**config.mk**
```make
export PLATFORM = sky130hd
export DESIGN_NAME = segment_ring_spinner
export DESIGN_NICKNAME = d
export VERILOG_FILES = /design/src/rtl/segment_ring_spinner.sv
export SDC_FILE = /design/constraint.sdc
export NUM_CORES = 1
export LEC_CHECK = 0
export CORE_MARGIN = 2
export CORE_UTILIZATION = 40
export DETAILED_ROUTE_END_ITERATION = 12
export PLACE_DENSITY_LB_ADDON = 0.3
export SYNTH_ARGS = -nofsm -noshare
export SYNTH_HDL_FRONTEND = slang
export SYNTH_SLANG_ARGS = --single-unit
```
**constraint.sdc**
```tcl
create_clock -name clk -period 3.5 [get_ports clk]
set_input_delay 0.35 -clock clk [delete_from_list [all_inputs] [get_ports clk]]
set_output_delay 0.35 -clock clk [all_outputs]
set_load 0.05 [all_outputs]
```
**src/rtl/segment_ring_spinner.sv**
```systemverilog
// segment_ring_spinner: ring animator for a circular group of display segments.
// A head position walks the ring at a programmable step period, either rotating
// with wrap-around or bouncing between the two ends, and can be paused with ena.
// Optional feature macro: SPINNER_TAIL_EN adds up to three lit trailing
// positions behind the head. Without it the tail_i port is ignored and ring_o
// is strictly one-hot at the head.
module segment_ring_spinner #(
  parameter int unsigned RING_LEN = 6,
  parameter int unsigned DIV_W    = 8
) (
  input  logic                        clk,
  input  logic                        rst_n,
  input  logic                        ena,
  input  logic                        dir_i,
  input  logic                        mode_i,
  input  logic [DIV_W-1:0]            speed_i,
  input  logic [1:0]                  tail_i,
  output logic [RING_LEN-1:0]         ring_o,
  output logic [$clog2(RING_LEN)-1:0] pos_o,
  output logic                        step_o
);

  localparam int unsigned PW   = $clog2(RING_LEN);
  localparam logic [PW-1:0] LAST = PW'(RING_LEN - 1);

  typedef enum logic {
    FWD = 1'b0,
    REV = 1'b1
  } dir_t;

  logic [PW-1:0]    pos;
  logic [PW-1:0]    pos_inc;
  logic [PW-1:0]    pos_dec;
  logic [PW-1:0]    pos_nxt;
  logic [DIV_W-1:0] cnt;
  dir_t             bdir;
  dir_t             bdir_nxt;
  logic             step;

  // A step fires when the prescaler has reached (or been overtaken by) the period.
  assign step = ena && (cnt >= speed_i);

  // Neighbour positions with wrap-around at either end of the ring.
  assign pos_inc = (pos == LAST) ? '0 : pos + PW'(1);
  assign pos_dec = (pos == '0) ? LAST : pos - PW'(1);

  // Head position and bounce direction that a step would produce.
  always_comb begin
    pos_nxt  = pos;
    bdir_nxt = bdir;
    if (!mode_i) begin
      pos_nxt = dir_i ? pos_dec : pos_inc;
    end else if (bdir == FWD) begin
      if (pos == LAST) begin
        pos_nxt  = pos_dec;
        bdir_nxt = REV;
      end else begin
        pos_nxt = pos_inc;
      end
    end else begin
      if (pos == '0) begin
        pos_nxt  = pos_inc;
        bdir_nxt = FWD;
      end else begin
        pos_nxt = pos_dec;
      end
    end
  end

  // Prescaler, head, bounce direction and step pulse registers.
  always_ff @(posedge clk or negedge rst_n) begin
    if (!rst_n) begin
      pos    <= '0;
      cnt    <= '0;
      bdir   <= FWD;
      step_o <= 1'b0;
    end else begin
      step_o <= step;
      if (ena) begin
        if (step) begin
          cnt <= '0;
          pos <= pos_nxt;
        end else begin
          cnt <= cnt + DIV_W'(1);
        end
        // Rotate mode keeps bdir tracking dir_i so bounce resumes the same way.
        if (!mode_i) begin
          bdir <= dir_t'(dir_i);
        end else if (step) begin
          bdir <= bdir_nxt;
        end
      end
    end
  end

  assign pos_o = pos;

`ifdef SPINNER_TAIL_EN

  localparam int unsigned MAX_TAIL = (RING_LEN - 1 > 3) ? 3 : RING_LEN - 1;
  localparam int          RL       = int'(RING_LEN);

  logic [1:0] tail_q;
  logic [1:0] tail_ld;
  logic       trav_rev;

  // Tail length cannot exceed the number of non-head positions.
  assign tail_ld = (32'(tail_i) > MAX_TAIL) ? 2'(MAX_TAIL) : tail_i;

  // Tail length only changes together with a head move.
  always_ff @(posedge clk or negedge rst_n) begin
    if (!rst_n) begin
      tail_q <= '0;
    end else if (step) begin
      tail_q <= tail_ld;
    end
  end

  // The tail trails opposite the direction of travel.
  assign trav_rev = mode_i ? (bdir == REV) : dir_i;

  // Head plus tail decode; rotate wraps the tail, bounce clips it at the ends.
  always_comb begin
    int idx;
    idx         = 0;
    ring_o      = '0;
    ring_o[pos] = 1'b1;
    for (int k = 1; k <= 3; k++) begin
      if (k <= int'(tail_q)) begin
        idx = trav_rev ? (int'(pos) + k) : (int'(pos) - k);
        if (!mode_i) begin
          if (idx < 0) begin
            idx = idx + RL;
          end else if (idx >= RL) begin
            idx = idx - RL;
          end
          ring_o[PW'(idx)] = 1'b1;
        end else if ((idx >= 0) && (idx < RL)) begin
          ring_o[PW'(idx)] = 1'b1;
        end
      end
    end
  end

`else

  logic unused_tail;

  // Tail input has no effect in this build.
  assign unused_tail = ^tail_i;

  // Strictly one-hot head decode.
  assign ring_o = RING_LEN'(1) << pos;

`endif

endmodule

```
==> impl_metrics.xml <==
<?xml version="1.0" encoding="UTF-8"?>
<metrics>
  <group name="status">
    <metric name="run_status" unit="">completed</metric>
  </group>
  <group name="clock_network">
    <metric name="cts_hold_repair.buffers" unit="">0</metric>
    <metric name="cts_tree" unit="">done</metric>
    <metric name="number_of_sinks_driven_by_the_clock_tree" unit="">13</metric>
    <metric name="cts_resized" unit="">0</metric>
    <metric name="tritoncts.num_buffers" unit="">3</metric>
    <metric name="htree_levels" unit="">1</metric>
    <metric name="clock-root-buffer" unit="">sky130_fd_sc_hd__clkbuf_4</metric>
    <metric name="worst_skew_pair_later_pin_latency" unit="ns">0.26</metric>
    <metric name="clock_tree.buffer_depth" unit="">2</metric>
    <metric name="clk_pin_slew" unit="ns">0.08</metric>
    <metric name="post-cts-setup-buffers" unit="">0</metric>
  </group>
  <group name="yosys">
    <metric name="yosys_warnings" unit="">0</metric>
    <metric name="synth_area_in_compound_gates" unit="%">13.75</metric>
    <metric name="yosys.area_share.adder" unit="%">15.42</metric>
    <metric name="yosys.area_share.simple" unit="%">24.29</metric>
    <metric name="syn-cell-area" unit="µm²">973.4</metric>
    <metric name="netlist_instances" unit="">106</metric>
    <metric name="number_of_enable_type_register_cells_in_the_synthesized_netlist" unit="">0</metric>
    <metric name="synth-seq-area-share" unit="%">33.42</metric>
    <metric name="ys_types" unit="">39</metric>
    <metric name="synth_mux_area_share" unit="%">1.542</metric>
    <metric name="syn-num-nets" unit="">133</metric>
    <metric name="dominantRegCellSynth" unit="">sky130_fd_sc_hd__dfrtp_1</metric>
    <metric name="ys_async_sr_fraction" unit="%">100.0</metric>
    <metric name="synth.avg_cell_area" unit="µm²">9.183</metric>
    <metric name="dominant_combinational_cell_family_by_area_after_synthesis" unit="">simple AND/OR/NAND/NOR gates</metric>
    <metric name="ys_ff_latch" unit="">13</metric>
    <metric name="synthXorXnorAreaFrac" unit="%">4.499</metric>
  </group>
  <group name="floorplan">
    <metric name="pin_count" unit="">25</metric>
    <metric name="die-width" unit="µm">53.33</metric>
    <metric name="total_number_of_placement_rows" unit="">17</metric>
    <metric name="die_area" unit="µm²">2844</metric>
    <metric name="floorplan.die.height" unit="µm">53.33</metric>
    <metric name="floorplan.initialDensity" unit="%">43.17</metric>
    <metric name="placeableCoreArea" unit="µm²">2255</metric>
  </group>
  <group name="global_routing">
    <metric name="maximum_number_of_pins_on_one_net_before_global_route_repair" unit="">17</metric>
    <metric name="global_route_wire_length_before_repair" unit="µm">3353</metric>
    <metric name="grt.total_usage" unit="%">15.87</metric>
    <metric name="grt_pass1_vias" unit="">819</metric>
    <metric name="grt_antenna_before_repair" unit="">0</metric>
    <metric name="grt.overflow.total" unit="">0</metric>
  </group>
  <group name="cells_and_area">
    <metric name="most_common_library_cell_in_the_layout_ignoring_fill_and_taps" unit="">sky130_fd_sc_hd__clkdlybuf4s50_1</metric>
    <metric name="mostFrequentLayoutCells" unit="">sky130_fd_sc_hd__clkdlybuf4s50_1 (22), sky130_fd_sc_hd__dfrtp_1 (13), sky130_fd_sc_hd__inv_1 (12), sky130_fd_sc_hd__ha_1 (12), sky130_fd_sc_hd__nor2_1 (9)</metric>
    <metric name="n_fill_cell" unit="">219</metric>
    <metric name="finalInstanceArea" unit="µm²">1231</metric>
    <metric name="area_growth" unit="%">26.48</metric>
    <metric name="diodes" unit="">0</metric>
    <metric name="layout-drive-gt1-share" unit="%">8.594</metric>
    <metric name="design.final.nets" unit="">156</metric>
  </group>
  <group name="detailed_routing">
    <metric name="via_per_inst" unit="">5.372</metric>
    <metric name="drt_drc_violations_left" unit="">0</metric>
    <metric name="vias_after_detailed_routing" unit="">838</metric>
    <metric name="drt_pre_antenna_iters" unit="">3</metric>
    <metric name="initialDrtViolationCount" unit="">7</metric>
    <metric name="antenna_left" unit="">0</metric>
    <metric name="mean_routed_wirelength_per_cell" unit="µm">12.99</metric>
    <metric name="wl_final" unit="µm">2027</metric>
  </group>
  <group name="power">
    <metric name="vdd_ir_drop_max" unit="mV">0.4664</metric>
    <metric name="power_per_cell_area" unit="nW/µm²">744.4</metric>
    <metric name="power.total" unit="µW">916.6</metric>
    <metric name="power.static_leakage" unit="nW">0.5779</metric>
  </group>
  <group name="critical_path">
    <metric name="critical_path.startpoint_type" unit="">input pin</metric>
    <metric name="cp_slowest_stage_delay" unit="ns">0.48</metric>
    <metric name="cpMaxStageDelayCell" unit="">sky130_fd_sc_hd__o221ai_2</metric>
    <metric name="timing.critical_path.cells" unit="">clkdlybuf4s50_1 &gt; inv_1 &gt; ha_1 &gt; nand2_1 &gt; or3_1 &gt; o221ai_2 &gt; mux2_4 &gt; nor4_2</metric>
    <metric name="worst-path-max-fanout" unit="">11</metric>
    <metric name="buffer_and_inverter_count_on_the_worst_path" unit="">2</metric>
    <metric name="critical_path_arrival" unit="ns">2.63</metric>
    <metric name="end_kind" unit="">register</metric>
    <metric name="worst-setup-path-type" unit="">in -&gt; reg</metric>
    <metric name="cpLargestDelayFamily" unit="">simple AND/OR/NAND/NOR gates</metric>
    <metric name="worstPathRequired" unit="ns">3.68</metric>
  </group>
  <group name="timing">
    <metric name="worst_pin_slew" unit="ns">0.5727</metric>
    <metric name="finalMaxSlewViolations" unit="">0</metric>
    <metric name="rsz0062_at_grt" unit="">no</metric>
    <metric name="period_needed" unit="ns">2.449</metric>
    <metric name="worst_slew_margin_rel" unit="%">61.70</metric>
    <metric name="finalHoldViolations" unit="">0</metric>
    <metric name="timing.final.crit_share" unit="%">69.96</metric>
    <metric name="setup_tns" unit="ns">0</metric>
    <metric name="holdWs" unit="ns">0.4467</metric>
    <metric name="setup-violations-final" unit="">0</metric>
    <metric name="fmax" unit="MHz">408.4</metric>
    <metric name="finClkSkew" unit="ns">0.001861</metric>
  </group>
  <group name="placed_design">
    <metric name="dpl-instance-area" unit="µm²">1205</metric>
    <metric name="numPortBuffers" unit="">22</metric>
    <metric name="place.gp.congestion" unit="">0.7460</metric>
    <metric name="hpwl" unit="µm">1563</metric>
  </group>
  <group name="hold_path">
    <metric name="worstHoldPathType" unit="">in -&gt; async</metric>
  </group>
  <group name="flow_run">
    <metric name="timing.max_cap.violations" unit="">0</metric>
  </group>
</metrics>
area by class of cell:
cell class                 count  area [µm²]  area share, %
inverter                      12       45.04          3.659
sequential                    13       325.3          26.42
multi-input combinational     77       579.3          47.05
timing repair buffer          22       220.2          17.89
tap                           28       35.03          2.846
clock buffer                   4       26.28          2.134
flip-flops by register name, indices dropped and copies added, names as in the netlist:
register / count
cnt: 8
pos_o: 3
bdir: 1
step_o: 1
stage by stage:
stage          utilization, %  setup slack (ns)  instances
2_1_floorplan               -            0.9375        106
3_3_place_gp            53.44            0.8277        152
3_5_place_dp            53.44            0.7233        152
4_1_cts                 54.61             1.024        156
5_1_grt                 54.61            0.8852        156
6_report                54.61             1.051        156
cells in the mapped netlist, drive strengths merged, types with 2 or more instances:
master | count | area [µm²]
and2 | 3 | 20.02
o221ai | 2 | 23.77
nand3 | 3 | 15.01
xor2 | 4 | 35.03
a21oi | 5 | 25.02
inv | 12 | 45.04
o21ai | 3 | 15.01
ha | 12 | 150.1
clkbuf | 2 | 7.510
buf | 2 | 16.26
nor3 | 2 | 10.01
dfrtp | 13 | 325.3
or3b | 2 | 17.52
nand2 | 7 | 26.28
nor2 | 9 | 33.78
nor3b | 3 | 22.52
nor2b | 2 | 12.51
nand4 | 2 | 12.51
cells by family (layout without fill, tap and decap cells):
logic type	after synthesis	after routing
AO/OA/AOI/OAI	18	18
XOR/XNOR	5	5
adder cells (fa/ha/maj)	12	12
buffers and inverters	16	38
flip-flops	13	13
multiplexers	1	1
AND/OR/NAND/NOR	41	41
routing by layer:
layer | GRT usage, % | part of all wire (%) | wire, µm
met5 | 0 | 0 | 0
met1 | 17.98 | 45 | 909
met3 | 1.130 | 4.2 | 85
met4 | 6.410 | 0.89 | 18
met2 | 30.04 | 50 | 1015
where the power goes:
group	internal (mW)	switching, mW	leakage (nW)	total, mW
combinational	0.226	0.320	0.399	0.546
clock	0.0440	0.0452	0.0150	0.0892
sequential	0.201	0.0805	0.164	0.281
path summary, 6_finish.rpt:
kind	startpoint	endpoint	slack, ns	cells past startpoint
hold / removal	rst_n	cnt[0]	0.45	1
hold reg to reg	cnt[7]	cnt[7]	0.56	2
setup reg to reg	cnt[5]	bdir	1.18	6
max in group asynchronous	rst_n	cnt[6]	2.68	1
min in group clk	cnt[7]	cnt[7]	0.56	2
setup / recovery	speed_i[7]	bdir	1.05	8
Note: power is estimated with default switching activity, not from simulation.
